<file path="config.mk">
export PLATFORM = sky130hd
export DESIGN_NAME = cpu_fetch_unit
export DESIGN_NICKNAME = d
export VERILOG_FILES = /design/src/rtl/cpu_fetch_unit.sv
export SDC_FILE = /design/constraint.sdc
export NUM_CORES = 1
export LEC_CHECK = 0
export ABC_AREA = 1
export BUFFER_PORTS_ARGS = -buffer_cell sky130_fd_sc_hd__buf_2
export CORE_AREA = 2 2 97 99
export CTS_CLUSTER_DIAMETER = 80
export DETAILED_ROUTE_END_ITERATION = 10
export DIE_AREA = 0 0 99 101
export PLACE_DENSITY = 0.92
export SLEW_MARGIN = 20
export SYNTH_ARGS = -nofsm -noshare
export SYNTH_HDL_FRONTEND = slang
export SYNTH_SLANG_ARGS = --single-unit
</file>
<file path="constraint.sdc">
create_clock -name clk -period 4.5 [get_ports clk]
set_input_delay 0.9 -clock clk [delete_from_list [all_inputs] [get_ports clk]]
set_output_delay 0.9 -clock clk [all_outputs]
set_load 0.1 [all_outputs]
</file>
<file path="src/rtl/cpu_fetch_unit.sv">
// Instruction fetch stage: owns the PC, keeps a single read outstanding to
// instruction memory and holds the returned word for decode via valid/ready.
module cpu_fetch_unit #(
    parameter logic [31:0] RESET_PC  = 32'h0000_0000,
    parameter logic [31:0] NOP_INSTR = 32'h0000_0013
) (
    input  logic        clk,
    input  logic        rst_n,
    output logic        imem_req_valid,
    input  logic        imem_req_ready,
    output logic [31:0] imem_req_addr,
    input  logic        imem_rsp_valid,
    input  logic [31:0] imem_rsp_data,
    input  logic        pc_load,
    input  logic [31:0] pc_next,
    output logic        instr_valid,
    input  logic        instr_ready,
    output logic [31:0] instr,
    output logic [31:0] instr_pc
);

    typedef enum logic [1:0] {
        S_BOOT,
        S_REQ,
        S_WAIT,
        S_HOLD
    } state_e;

    state_e      state_q, state_d;
    logic [31:0] pc_q, pc_d;
    logic        discard_q, discard_d;
    logic [31:0] instr_q, instr_d;
    logic [31:0] instr_pc_q, instr_pc_d;
    logic [31:0] target;

    assign target = pc_next & ~32'h0000_0003;

    always_ff @(posedge clk or negedge rst_n) begin
        if (!rst_n) begin
            state_q    <= S_BOOT;
            pc_q       <= RESET_PC;
            discard_q  <= 1'b0;
            instr_q    <= NOP_INSTR;
            instr_pc_q <= RESET_PC;
        end else begin
            state_q    <= state_d;
            pc_q       <= pc_d;
            discard_q  <= discard_d;
            instr_q    <= instr_d;
            instr_pc_q <= instr_pc_d;
        end
    end

    // A redirect retargets the PC in every state; only a live response
    // without a redirect advances it instead.
    always_comb begin
        state_d    = state_q;
        pc_d       = pc_q;
        discard_d  = discard_q;
        instr_d    = instr_q;
        instr_pc_d = instr_pc_q;
        if (pc_load) begin
            pc_d = target;
        end
        unique case (state_q)
            S_BOOT: begin
                state_d = S_REQ;
            end
            S_REQ: begin
                if (imem_req_ready) begin
                    state_d = S_WAIT;
                    if (pc_load) begin
                        discard_d = 1'b1;
                    end
                end
            end
            S_WAIT: begin
                if (imem_rsp_valid) begin
                    if (discard_q || pc_load) begin
                        discard_d = 1'b0;
                        state_d   = S_REQ;
                    end else begin
                        instr_d    = imem_rsp_data;
                        instr_pc_d = pc_q;
                        pc_d       = pc_q + 32'd4;
                        state_d    = S_HOLD;
                    end
                end else if (pc_load) begin
                    discard_d = 1'b1;
                end
            end
            S_HOLD: begin
                if (pc_load || instr_ready) begin
                    state_d = S_REQ;
                end
            end
            default: begin
                state_d = S_BOOT;
            end
        endcase
    end

    assign imem_req_valid = (state_q == S_REQ);
    assign imem_req_addr  = pc_q;
    assign instr_valid    = (state_q == S_HOLD);
    assign instr          = instr_q;
    assign instr_pc       = instr_pc_q;

endmodule

</file>
==> results by group, run 1 <==
Status
  – Outcome: finished clean

Floorplanning
  – Initial core utilization: 53.0%
  – Area of the placeable core: about 0.009 mm²
  – Die Span X: 99 µm
  – Total Die Area: 0.0100 mm²
  – Boundary Pins: 168
  – Die Height: slightly above 100 µm
  – Number of placement rows: 35

Route
  – Final wirelength: 12600 µm
  – 1st-pass router iterations: 5
  – Via count: 4635
  – Via density per instance: 5.33
  – # DRC: 0
  – Average wire per standard cell: 14.4 µm
  – Violation count after the first detailed-route iteration: around 330
  – ANT nets after route: 0

Critical path
  – Slack of the worst reg-to-reg path: 2090 ps
  – Max Fanout on Critical Path: 64
  – Critical path capture point type: flop
  – CP startpoint kind: input pin
  – Number of cells on the worst reg-to-reg path: 8
  – Critical Path Max Stage Delay: 720 ps
  – Critical setup path kind: input pin to flop
  – Critical path data arrival time: 2950 ps
  – R2r startpoint: state_q[0]
  – Slowest stage cell on the critical path: sky130_fd_sc_hd__inv_2
  – Critical R2R Capture: instr[16]
  – Cell-by-cell listing of the critical path: buf_2, nor2_2, inv_2, nor2_4, inv_2, buf_4, nand2_1, nand2_1
  – Data required time of the worst path: 4800 ps

CTS
  – Cell chosen for the clock root: sky130_fd_sc_hd__clkbuf_8
  – CTS HTree Levels: 3
  – CTS tree: yes
  – Skew-Pair Late Insertion Delay: 370 ps
  – TritonCTS buffer count: 9
  – Number of buffers inserted by hold repair at cts: 0
  – Num Clock Sinks: 99
  – Post-CTS sizing: 0
  – Count of buffers added by post-CTS timing repair for setup: 0
  – Clock transition time at the flip-flop clock pins of the worst setup and hold paths: 100 ps
  – Maximum count of clock buffers along a single path: 2

Synth
  – Number of enable-type register cells in the synthesized netlist: 0
  – Dominant register cell in the synthesized netlist: sky130_fd_sc_hd__dfrtp_1
  – Average cell area after synthesis: 7.94 µm²
  – Library cell occupying the most area in the post-synthesis netlist: sky130_fd_sc_hd__dfrtp_1
  – Yosys Warn Count: 0
  – Flops & latches, synth: 99
  – Asr flop ratio synth: 100%
  – Main area contributors after synthesis: sky130_fd_sc_hd__dfrtp_1, sky130_fd_sc_hd__nand2_1, sky130_fd_sc_hd__nor2_1, sky130_fd_sc_hd__o21ai_0, sky130_fd_sc_hd__nand3_1
  – Gate count of the mapped netlist: 599
  – Post-synthesis cell area: between 0.004 and 0.005 mm²
  – Number of distinct library cell variants in the gate-level netlist after synthesis: 33
  – Leading cell type by number of instances after synthesis: sky130_fd_sc_hd__nand2_1
  – Proportion of synthesized chip area in sequential cells: around 52%
  – Top post-synthesis cells by count: sky130_fd_sc_hd__nand2_1, sky130_fd_sc_hd__dfrtp_1, sky130_fd_sc_hd__nor2_1
  – Proportion of netlist area held by the largest area contributor: between 50% and 60%
  – Syn nets: ~670

Placement
  – Placed Cells incl. Taps: 853
  – Buffers on Ports: 165
  – Routability Congestion: just under 0.9
  – Half-perimeter wire length of the detailed placement result: 9040 µm

Job
  – Max cap viols: 0

Final layout
  – Ant diodes: 0
  – Fin cells: around 870
  – Relative area change from synthesis to final layout: 22.4%
  – Share of cells above drive strength 1: 27.0%
  – Number of nets in the layout: just over 800

Global routing
  – Global-route wire length before repair: 20900 µm
  – GRT Total Usage: approximately a quarter
  – Number of global-route vias before repair: 4520
  – Antenna violations before repair: 0
  – Pin count of the biggest net entering global routing: 92
  – Global-route congestion overflow total: 0

Hold path
  – Worst Hold End: instr_pc[9]
  – Worst min-delay path category: flop to flop
  – Launch point of the worst hold path: instr_pc[9]
  – Instance count along the most critical hold path: 2

Timing
  – Slew HR: 31.9%
  – Hold violation count in the final report: 0
  – Maximum clock skew at final layout: 11.4 ps
  – Max Clk Rate: 377 MHz
  – Total negative slack for setup checks: 0 ps
  – Setup Viol. Count Final: 0
  – Final min period: 2650 ps
  – Final Max Tran Viols: 0
  – Worst Tran Pin Value: 1020 ps
  – Share of the cycle needed by the critical path after routing: between 50% and 60%
  – Setup repair after global routing missed its margin: false

Power
  – Leakage dissipation: 0.00319 µW
  – Peak supply drop: 0.359 mV
  – Power density over cell area: approximately 670 mW/mm²
==> cell type report <==
cell class | instances | area [µm²]
clock inverters | 7 | 61.3
inverters | 40 | 150
fillers | 729 | 3150
flip-flops and latches | 99 | 2480
clock buffers | 9 | 124
well taps | 111 | 139
multi-input cells | 434 | 2010
repair buffers | 169 | 858
==> logic make-up (layout without fill, tap and decap cells) <==
group           count (synthesis)  in the layout  synth area share, %
compound gates                 74             74                 9.52
fa+ha+maj                       5              5                 1.31
xor+xnor                        2              2                0.368
flops                          99             99                 52.1
simple gates                  353            353                 30.9
buf+inv                        66            225                 5.73
==> stage by stage <==
step | area [µm²] | setup slack (ps) | hold WS (ps) | utilization [%] | power (µW)
CTS | 5820 | 1870 | 478 | 64.9 | 3930
finish | 5820 | 1850 | 472 | 64.9 | 3910
floorplan | 4760 | 2290 | 502 | - | 3010
detailed placement | 5640 | 1500 | 453 | 62.8 | 3380
global placement | 5640 | 1600 | 448 | 62.8 | 3340
global route | 5820 | 1630 | 496 | 64.9 | 4080
==> power by group <==
part	leakage, µW	total [µW]	switching, µW	internal, µW
Clock	0.0000936	550	338	212
Combinational	0.00183	2110	1830	285
Sequential	0.00127	1240	145	1100
==> placed cells by master, fill, tap and decap left out, drive strengths merged <==
| cell type | instances |
|---|---|
| ha | 5 |
| nand4 | 7 |
| a31oi | 1 |
| nand3 | 37 |
| clkbuf | 9 |
| dfstp | 3 |
| o311ai | 4 |
| o21ai | 41 |
| o21a | 1 |
| a22oi | 1 |
| or2 | 3 |
| a21oi | 6 |
| xor2 | 2 |
| a211oi | 1 |
| o211ai | 8 |
| buf | 169 |
| nand2 | 226 |
| nor3 | 7 |
| o32ai | 1 |
| nor3b | 1 |
| clkinv | 3 |
| dfrtp | 96 |
| o221ai | 8 |
| o31ai | 2 |
| clkinvlp | 1 |
| nor2 | 72 |
| inv | 43 |
==> critical path, delay by kind of cell <==
| family | cells | cell delay [ps] |
|---|---|---|
| buffers and inverters | 4 | 1660 |
| AND/OR/NAND/NOR | 4 | 370 |
==> worst max path at each step <==
stage                      from           endpoint  slack, ps  cells past startpoint
3_5_place_dp            pc_load          instr[16]       1500                      8
2_1_floorplan  imem_req_addr[3]  imem_req_addr[30]       2290                      8
3_3_place_gp            pc_load          instr[24]       1600                      8
5_1_grt                 pc_load          instr[16]       1630                      8
4_1_cts                 pc_load          instr[16]       1870                      8
6_report                pc_load          instr[16]       1850                      8
==> state kept, by name (all words and copies together) (netlist names) <==
name and cells:
imem_req_addr 32, instr 32, instr_pc 32, state_q 2, discard_q 1
==> per-layer routing <==
metal | vias up | routed length (µm) | share of wire [%] | track usage [%]
li1 | 2244 | - | - | -
met1 | 2179 | 4970 | 40 | 32.3
met2 | 181 | 6410 | 51 | 45.0
met3 | 31 | 846 | 6.7 | 5.13
met4 | 0 | 325 | 2.6 | 10.3
met5 | - | 0 | 0 | 0
Power figures use the tool's default switching activity.
==> run 2: changes to the inputs <==
--- a/config.mk
+++ b/config.mk
@@ -5,13 +5,13 @@
 export SDC_FILE = /design/constraint.sdc
 export NUM_CORES = 1
 export LEC_CHECK = 0
-export ABC_AREA = 1
+export ABC_AREA = 0
 export BUFFER_PORTS_ARGS = -buffer_cell sky130_fd_sc_hd__buf_2
-export CORE_AREA = 2 2 97 99
+export CORE_AREA = 2 2 100 102
 export CTS_CLUSTER_DIAMETER = 80
 export DETAILED_ROUTE_END_ITERATION = 10
-export DIE_AREA = 0 0 99 101
-export PLACE_DENSITY = 0.92
+export DIE_AREA = 0 0 102 104
+export PLACE_DENSITY = 0.85
 export SLEW_MARGIN = 20
 export SYNTH_ARGS = -nofsm -noshare
 export SYNTH_HDL_FRONTEND = slang
==> constraint.sdc (replaced) <==
create_clock -name clk -period 2.7 [get_ports clk]
set_input_delay 0.54 -clock clk [delete_from_list [all_inputs] [get_ports clk]]
set_output_delay 0.54 -clock clk [all_outputs]
set_load 0.1 [all_outputs]
==> run 2 against run 1 <==
Net effect: worst setup slack got worse by 1400 ps; global-route usage decreased by 3.0 points; cell area decreased by 2.3%; hold slack got worse by 330 ps; critical path depth decreased by 1; critical endpoint is now imem_req_addr[29]; flip-flop and latch count unchanged; count of clock-buffer cells in the layout unchanged.
==> results by group, run 2 <==
Status
  – Outcome: finished clean

Route
  – 1st-pass router iterations: 4 (-1)
  – Average wire per standard cell: 15.2 µm (+5.3%)
  – Via count: 4114 (-11%)
  – # DRC: 0 (unchanged)
  – Via density per instance: 5.16 (-3.2%)
  – Violation count after the first detailed-route iteration: 148 (-55%)
  – ANT nets after route: 0 (unchanged)
  – Final wirelength: 12100 µm (-3.4%)
  – Top routing layer in use: met4
  – Detailed-routing wirelength on met1: 4930 µm (-0.76%)
  – Sum of met3 wire segment lengths after detailed routing: 954 µm (+13%)
  – Total length of routed met2 wires: 6010 µm (-6.3%)

Placement
  – Setup Slack @ Placement: 452 ps (-1050 ps)
  – Half-perimeter wire length of the detailed placement result: 8760 µm (-3.1%)
  – Buffers on Ports: 165 (unchanged)
  – Placed Cells incl. Taps: 782 (-8.3%)
  – Routability Congestion: 0.788 (-9.8%)

Synth
  – Flops & latches, synth: 99 (unchanged)
  – Leading cell type by number of instances after synthesis: sky130_fd_sc_hd__nand2_1
  – Number of distinct library cell variants in the gate-level netlist after synthesis: 47 (+42%)
  – Top post-synthesis cells by count: sky130_fd_sc_hd__nand2_1, sky130_fd_sc_hd__dfrtp_1, sky130_fd_sc_hd__nor2_1
  – Gate count of the mapped netlist: 502 (-16%)
  – Yosys Warn Count: 0 (unchanged)
  – Library cell occupying the most area in the post-synthesis netlist: sky130_fd_sc_hd__dfrtp_1
  – Proportion of synthesized chip area in sequential cells: 54.9% (+2.7 points)
  – Asr flop ratio synth: 100% (unchanged)
  – Number of enable-type register cells in the synthesized netlist: 0 (unchanged)
  – Post-synthesis cell area: 0.00452 mm² (-5.0%)
  – Dominant register cell in the synthesized netlist: sky130_fd_sc_hd__dfrtp_1
  – Average cell area after synthesis: 9.01 µm² (+13%)
  – Main area contributors after synthesis: sky130_fd_sc_hd__dfrtp_1, sky130_fd_sc_hd__nand2_1, sky130_fd_sc_hd__nor2_1, sky130_fd_sc_hd__dfstp_2, sky130_fd_sc_hd__nor3_1
  – Proportion of netlist area held by the largest area contributor: 53.1% (+2.6 points)
  – Syn nets: 577 (-14%)

Final layout
  – Fin cells: 797 (-8.3%)
  – Number of nets in the layout: 735 (-11%)
  – Ant diodes: 0 (unchanged)
  – Share of cells above drive strength 1: 31.3% (+4.3 points)
  – Filler Cell Count: 867 (+19%)
  – Top library cells by usage in the layout, fill and taps aside: sky130_fd_sc_hd__nand2_1, sky130_fd_sc_hd__buf_2, sky130_fd_sc_hd__dfrtp_1, sky130_fd_sc_hd__nor2_1, sky130_fd_sc_hd__nor3_1
  – Leading cell type in the layout, fill and taps excluded: sky130_fd_sc_hd__nand2_1
  – Relative area change from synthesis to final layout: 25.8%

Timing
  – Setup repair after global routing missed its margin: false
  – Setup slack of the critical path after layout: 418 ps (-1430 ps)
  – Max Clk Rate: 438 MHz
  – Maximum clock skew at final layout: 9.52 ps (-1.92 ps)
  – Setup Viol. Count Final: 0 (unchanged)
  – Share of the cycle needed by the critical path after routing: 84.5%
  – Worst Tran Pin Value: 599 ps (-423 ps)
  – Total negative slack for setup checks: 0 ps (unchanged)
  – Post-Route Hold Slack: 140 ps (-332 ps)
  – Slew HR: 60.1% (+28 points)
  – Final Max Tran Viols: 0 (unchanged)
  – Hold violation count in the final report: 0 (unchanged)
  – Final min period: 2280 ps

Global routing
  – Antenna violations before repair: 0 (unchanged)
  – GRT Total Usage: 23.1% (-3.0 points)
  – Global-route congestion overflow total: 0 (unchanged)
  – Global-route wire length before repair: 19200 µm (-8.1%)
  – Number of global-route vias before repair: 3925 (-13%)
  – Pin count of the biggest net entering global routing: 100 (+8.7%)

Floorplanning
  – Initial core utilization: 47.4% (-5.7 points)
  – Total Die Area: 0.0106 mm² (+6.1%)
  – Die Span X: 102 µm (+3.0%)
  – Area of the placeable core: 0.00955 mm² (+6.4%)
  – Number of placement rows: 36 (+2.9%)
  – Die Height: 104 µm (+3.0%)
  – Boundary Pins: 168 (unchanged)

Critical path
  – Critical path capture point type: flop
  – Slowest stage cell on the critical path: sky130_fd_sc_hd__and4bb_4
  – Kind of cell adding the most delay to the critical path: simple AND/OR/NAND/NOR gates
  – Critical setup path kind: flop to flop
  – CP Launch Point: state_q[0]
  – Worst path buffer plus inverter count: 1 (-3)
  – R2r startpoint: state_q[0]
  – Cell-by-cell listing of the critical path: inv_1, ha_1, and4bb_4, nand4_4, nor2_4, a211oi_1, a221oi_1
  – CP startpoint kind: flop
  – Data required time of the worst path: 2970 ps (-1830 ps)
  – Critical path data arrival time: 2560 ps (-390 ps)
  – Critical Path Max Stage Delay: 550 ps (-170 ps)
  – Max Fanout on Critical Path: 27 (-58%)

CTS
  – CTS HTree Levels: 3 (unchanged)
  – Maximum count of clock buffers along a single path: 2 (unchanged)
  – Number of buffers inserted by hold repair at cts: 0 (unchanged)
  – Count of buffers added by post-CTS timing repair for setup: 0 (unchanged)
  – Num Clock Sinks: 99 (unchanged)
  – Post-CTS sizing: 0 (unchanged)
  – Skew-Pair Late Insertion Delay: 380 ps (about the same)
  – TritonCTS buffer count: 9 (unchanged)
  – Cell chosen for the clock root: sky130_fd_sc_hd__clkbuf_8
  – Clock transition time at the flip-flop clock pins of the worst setup and hold paths: 100 ps (about the same)
  – CTS tree: yes

Hold path
  – Worst min-delay path category: input pin to async pin

Job
  – Max cap viols: 0 (unchanged)
[run 2: changes by cell type in the layout (fill, tap and decap cells not counted), sizes merged, moves of 9 or more]
| cell | before | now |
|---|---|---|
| inv | 43 | 9 |
| nand2 | 226 | 209 |
| nand3 | 37 | 11 |
| nor2 | 72 | 33 |
| nor3 | 7 | 16 |
| o21ai | 41 | 5 |
[run 2: layout make-up]
type / count / area [µm²] / share of cell area (%)
flip-flops and latches: 99 / 2480 / 43.6
multi-input cells: 367 / 1890 / 33.2
repair buffers: 173 / 901 / 15.8
well taps: 133 / 166 / 2.93
clock buffers: 9 / 124 / 2.18
clock inverters: 6 / 91.3 / 1.61
inverters: 10 / 37.5 / 0.660
[run 2: cell families (layout without fill, tap and decap cells)]
kind of cell	after synthesis	count (layout)	share of synthesized area [%]
buffers and inverters	36	198	3.57
muxes	6	6	1.33
and+or+nand+nor	302	302	29.9
xor gates and xnor gates	2	2	0.387
adders and majority gates	5	5	1.38
AOI/OAI and AO/OA	52	52	8.61
DFF	99	99	54.9
[run 2: final timing paths]
kind / end / slack, ps / depth (start not counted)
setup / recovery: imem_req_addr[29] / 420 / 7
hold / removal: instr_pc[26] / 140 / 2
setup reg to reg: imem_req_addr[29] / 420 / 7
hold reg to reg: instr[0] / 460 / 2
max in group asynchronous: instr[15] / 2040 / 2
min in group clk: instr[0] / 340 / 3
[run 2: through the flow]
stage               area (µm²)  utilization (%)
floorplan                 4520                -
global placement          5470             57.3
detailed placement        5470             57.3
CTS                       5690             59.6
global route              5690             59.6
finish                    5690             59.6
[run 2: metal layers]
layer  global-route usage [%]  vias to the layer above
met1                     28.7                     1932
met5                        0                        -
met2                     39.0                      173
li1                         -                     1988
met4                     8.48                        0
met3                     5.17                       21
Power of run 2 is not shown: default switching activity piles up to over one toggle a cycle in this logic, so the estimate is an artifact.
==> run 3: changes to the inputs <==
==> constraint.sdc (replaced) <==
create_clock -name clk -period 2.3 [get_ports clk]
set_input_delay 0.46 -clock clk [delete_from_list [all_inputs] [get_ports clk]]
set_output_delay 0.46 -clock clk [all_outputs]
set_load 0.1 [all_outputs]
==> run 3 against run 2 <==
Net effect: first-iteration DRC count rose by 32%; global-route usage grew 0.12 points; cell count grew 1.1%; utilization is 0.90 points higher; non-clock buffer count increased by 8; count of clock-buffer cells in the layout increased by 2; die area did not move; critical path type unchanged; critical endpoint is now imem_req_addr[17]; largest cell class unchanged.
==> results by group, run 3 (synthesis results as in run 2) <==
Global routing
  – Global-route wire length before repair: 19300 µm (+0.68%)
  – Antenna violations before repair: 0 (unchanged)
  – Number of global-route vias before repair: 3980 (+1.4%)
  – Global-route congestion overflow total: 0 (unchanged)
  – Pin count of the biggest net entering global routing: 47 (-53%)
  – GRT Total Usage: 23.2% (+0.12 points)

Critical path
  – Worst path buffer plus inverter count: 1 (unchanged)
  – Data required time of the worst path: 2590 ps (-380 ps)
  – Critical setup path kind: flop to flop
  – Kind of cell adding the most delay to the critical path: simple AND/OR/NAND/NOR gates
  – Cell-by-cell listing of the critical path: inv_1, ha_1, and4bb_4, nand4_4, nor3_2, nor3_1, a221oi_2
  – Max Fanout on Critical Path: 8 (-70%)
  – Number of cells on the worst reg-to-reg path: 7 (unchanged)
  – Critical R2R Capture: imem_req_addr[17]
  – Slack of the worst reg-to-reg path: 240 ps (-180 ps)
  – Critical path data arrival time: 2350 ps (-210 ps)
  – Critical Path Max Stage Delay: 440 ps (-110 ps)
  – CP startpoint kind: flop
  – R2r startpoint: state_q[0]
  – Slowest stage cell on the critical path: sky130_fd_sc_hd__dfrtp_1
  – Critical path capture point type: flop

CTS
  – Maximum count of clock buffers along a single path: 2 (unchanged)
  – Skew-Pair Late Insertion Delay: 380 ps (about the same)
  – Clock transition time at the flip-flop clock pins of the worst setup and hold paths: 100 ps (about the same)
  – TritonCTS buffer count: 9 (unchanged)
  – Number of buffers inserted by hold repair at cts: 0 (unchanged)
  – CTS tree: yes
  – CTS HTree Levels: 3 (unchanged)
  – Num Clock Sinks: 99 (unchanged)
  – Cell chosen for the clock root: sky130_fd_sc_hd__clkbuf_8

Placement
  – Half-perimeter wire length of the detailed placement result: 9130 µm (+4.2%)
  – Setup Slack @ Placement: 158 ps (-294 ps)
  – Routability Congestion: 0.850 (+7.9%)
  – Buffers on Ports: 165 (unchanged)

Route
  – # DRC: 0 (unchanged)
  – Final wirelength: 12600 µm (+3.6%)
  – Violation count after the first detailed-route iteration: 195 (+32%)
  – 1st-pass router iterations: 4 (unchanged)
  – Via density per instance: 5.18 (+0.30%)
  – Via count: 4173 (+1.4%)
  – ANT nets after route: 0 (unchanged)
  – Average wire per standard cell: 15.6 µm (+2.4%)

Final layout
  – Multi-input combinational cell area: 0.00189 mm² (unchanged)
  – Leading cell type in the layout, fill and taps excluded: sky130_fd_sc_hd__nand2_1
  – Top library cells by usage in the layout, fill and taps aside: sky130_fd_sc_hd__nand2_1, sky130_fd_sc_hd__buf_2, sky130_fd_sc_hd__dfrtp_1, sky130_fd_sc_hd__nor2_1, sky130_fd_sc_hd__buf_4
  – Number of nets in the layout: 743 (+1.1%)
  – Ant diodes: 0 (unchanged)
  – Filler Cell Count: 819 (-5.5%)
  – Relative area change from synthesis to final layout: 27.7%
  – Combined flip-flop and latch cell area: 0.00248 mm² (+0.10%)
  – Share of cells above drive strength 1: 32.4% (+1.1 points)

Floorplanning
  – Number of placement rows: 36 (unchanged)
  – Die Height: 104 µm (unchanged)
  – Boundary Pins: 168 (unchanged)
  – Area of the placeable core: 0.00955 mm² (unchanged)
  – Initial core utilization: 47.4% (unchanged)
  – Total Die Area: 0.0106 mm² (unchanged)
  – Die Span X: 102 µm (unchanged)

Timing
  – Hold violation count in the final report: 0 (unchanged)
  – Worst Tran Pin Value: 524 ps (-75.1 ps)
  – Maximum clock skew at final layout: 9.22 ps (-0.305 ps)
  – Final Max Tran Viols: 0 (unchanged)
  – Max Clk Rate: 485 MHz (+11%)
  – Share of the cycle needed by the critical path after routing: 89.6% (+5.0 points)
  – Post-Route Hold Slack: 11.6 ps (-128 ps)
  – Setup repair after global routing missed its margin: false
  – Setup Viol. Count Final: 0 (unchanged)
  – Final min period: 2060 ps (-222 ps)
  – Setup slack of the critical path after layout: 240 ps (-178 ps)
  – Total negative slack for setup checks: 0 ps (unchanged)
  – Slew HR: 65.3% (+5.2 points)

Hold path
  – Worst min-delay path category: input pin to async pin

Job
  – Max cap viols: 0 (unchanged)

Status
  – Outcome: finished clean
## run 3: final cells by class
class / instances / area share [%]
inverter: 10 / 0.650
sequential: 99 / 43.0
clock buffer: 11 / 2.45
clock inverter: 5 / 1.47
tap: 133 / 2.88
timing repair buffer: 181 / 16.9
multi-input combinational: 367 / 32.7
## run 3: per-stage QoR
| stage | utilization [%] | cell area (µm²) | instances |
|---|---|---|---|
| after global placement | 57.9 | 5530 | 787 |
| after CTS | 60.2 | 5750 | 803 |
| after global routing | 60.5 | 5780 | 806 |
| after floorplan | - | 4520 | 502 |
| after detailed placement | 57.9 | 5530 | 787 |
| final | 60.5 | 5780 | 806 |
## run 3: how the worst max path moves through the flow
stage                     startpoint  cells after the start           endpoint
global placement          state_q[0]                      7  imem_req_addr[17]
finish                    state_q[0]                      7  imem_req_addr[17]
global route              state_q[0]                      7  imem_req_addr[17]
detailed placement        state_q[0]                      7  imem_req_addr[17]
CTS                       state_q[0]                      7  imem_req_addr[17]
floorplan           imem_req_addr[5]                      7  imem_req_addr[20]
## run 3: what timing repair did
| action | CTS | global route |
|---|---|---|
| setup buffers | 0 | 3 |
| resized for setup | 0 | 0 |
| endpoints found under the setup margin | 0 | 1 |
## run 3: worst register-to-register path: cells and delay by family (launching register included)
kind | cells | cell delay, ps
simple gates | 4 | 950
flops | 1 | 440
fa+ha+maj | 1 | 320
compound gates | 1 | 190
buf+inv | 1 | 90
## run 3: routing by layer
| metal | track usage (%) | share of wire (%) |
|---|---|---|
| met5 | 0 | 0 |
| met4 | 9.43 | 1.7 |
| met3 | 4.84 | 7.6 |
| met2 | 38.9 | 50 |
| met1 | 28.9 | 40 |
Power of run 3 is left out for the same reason.
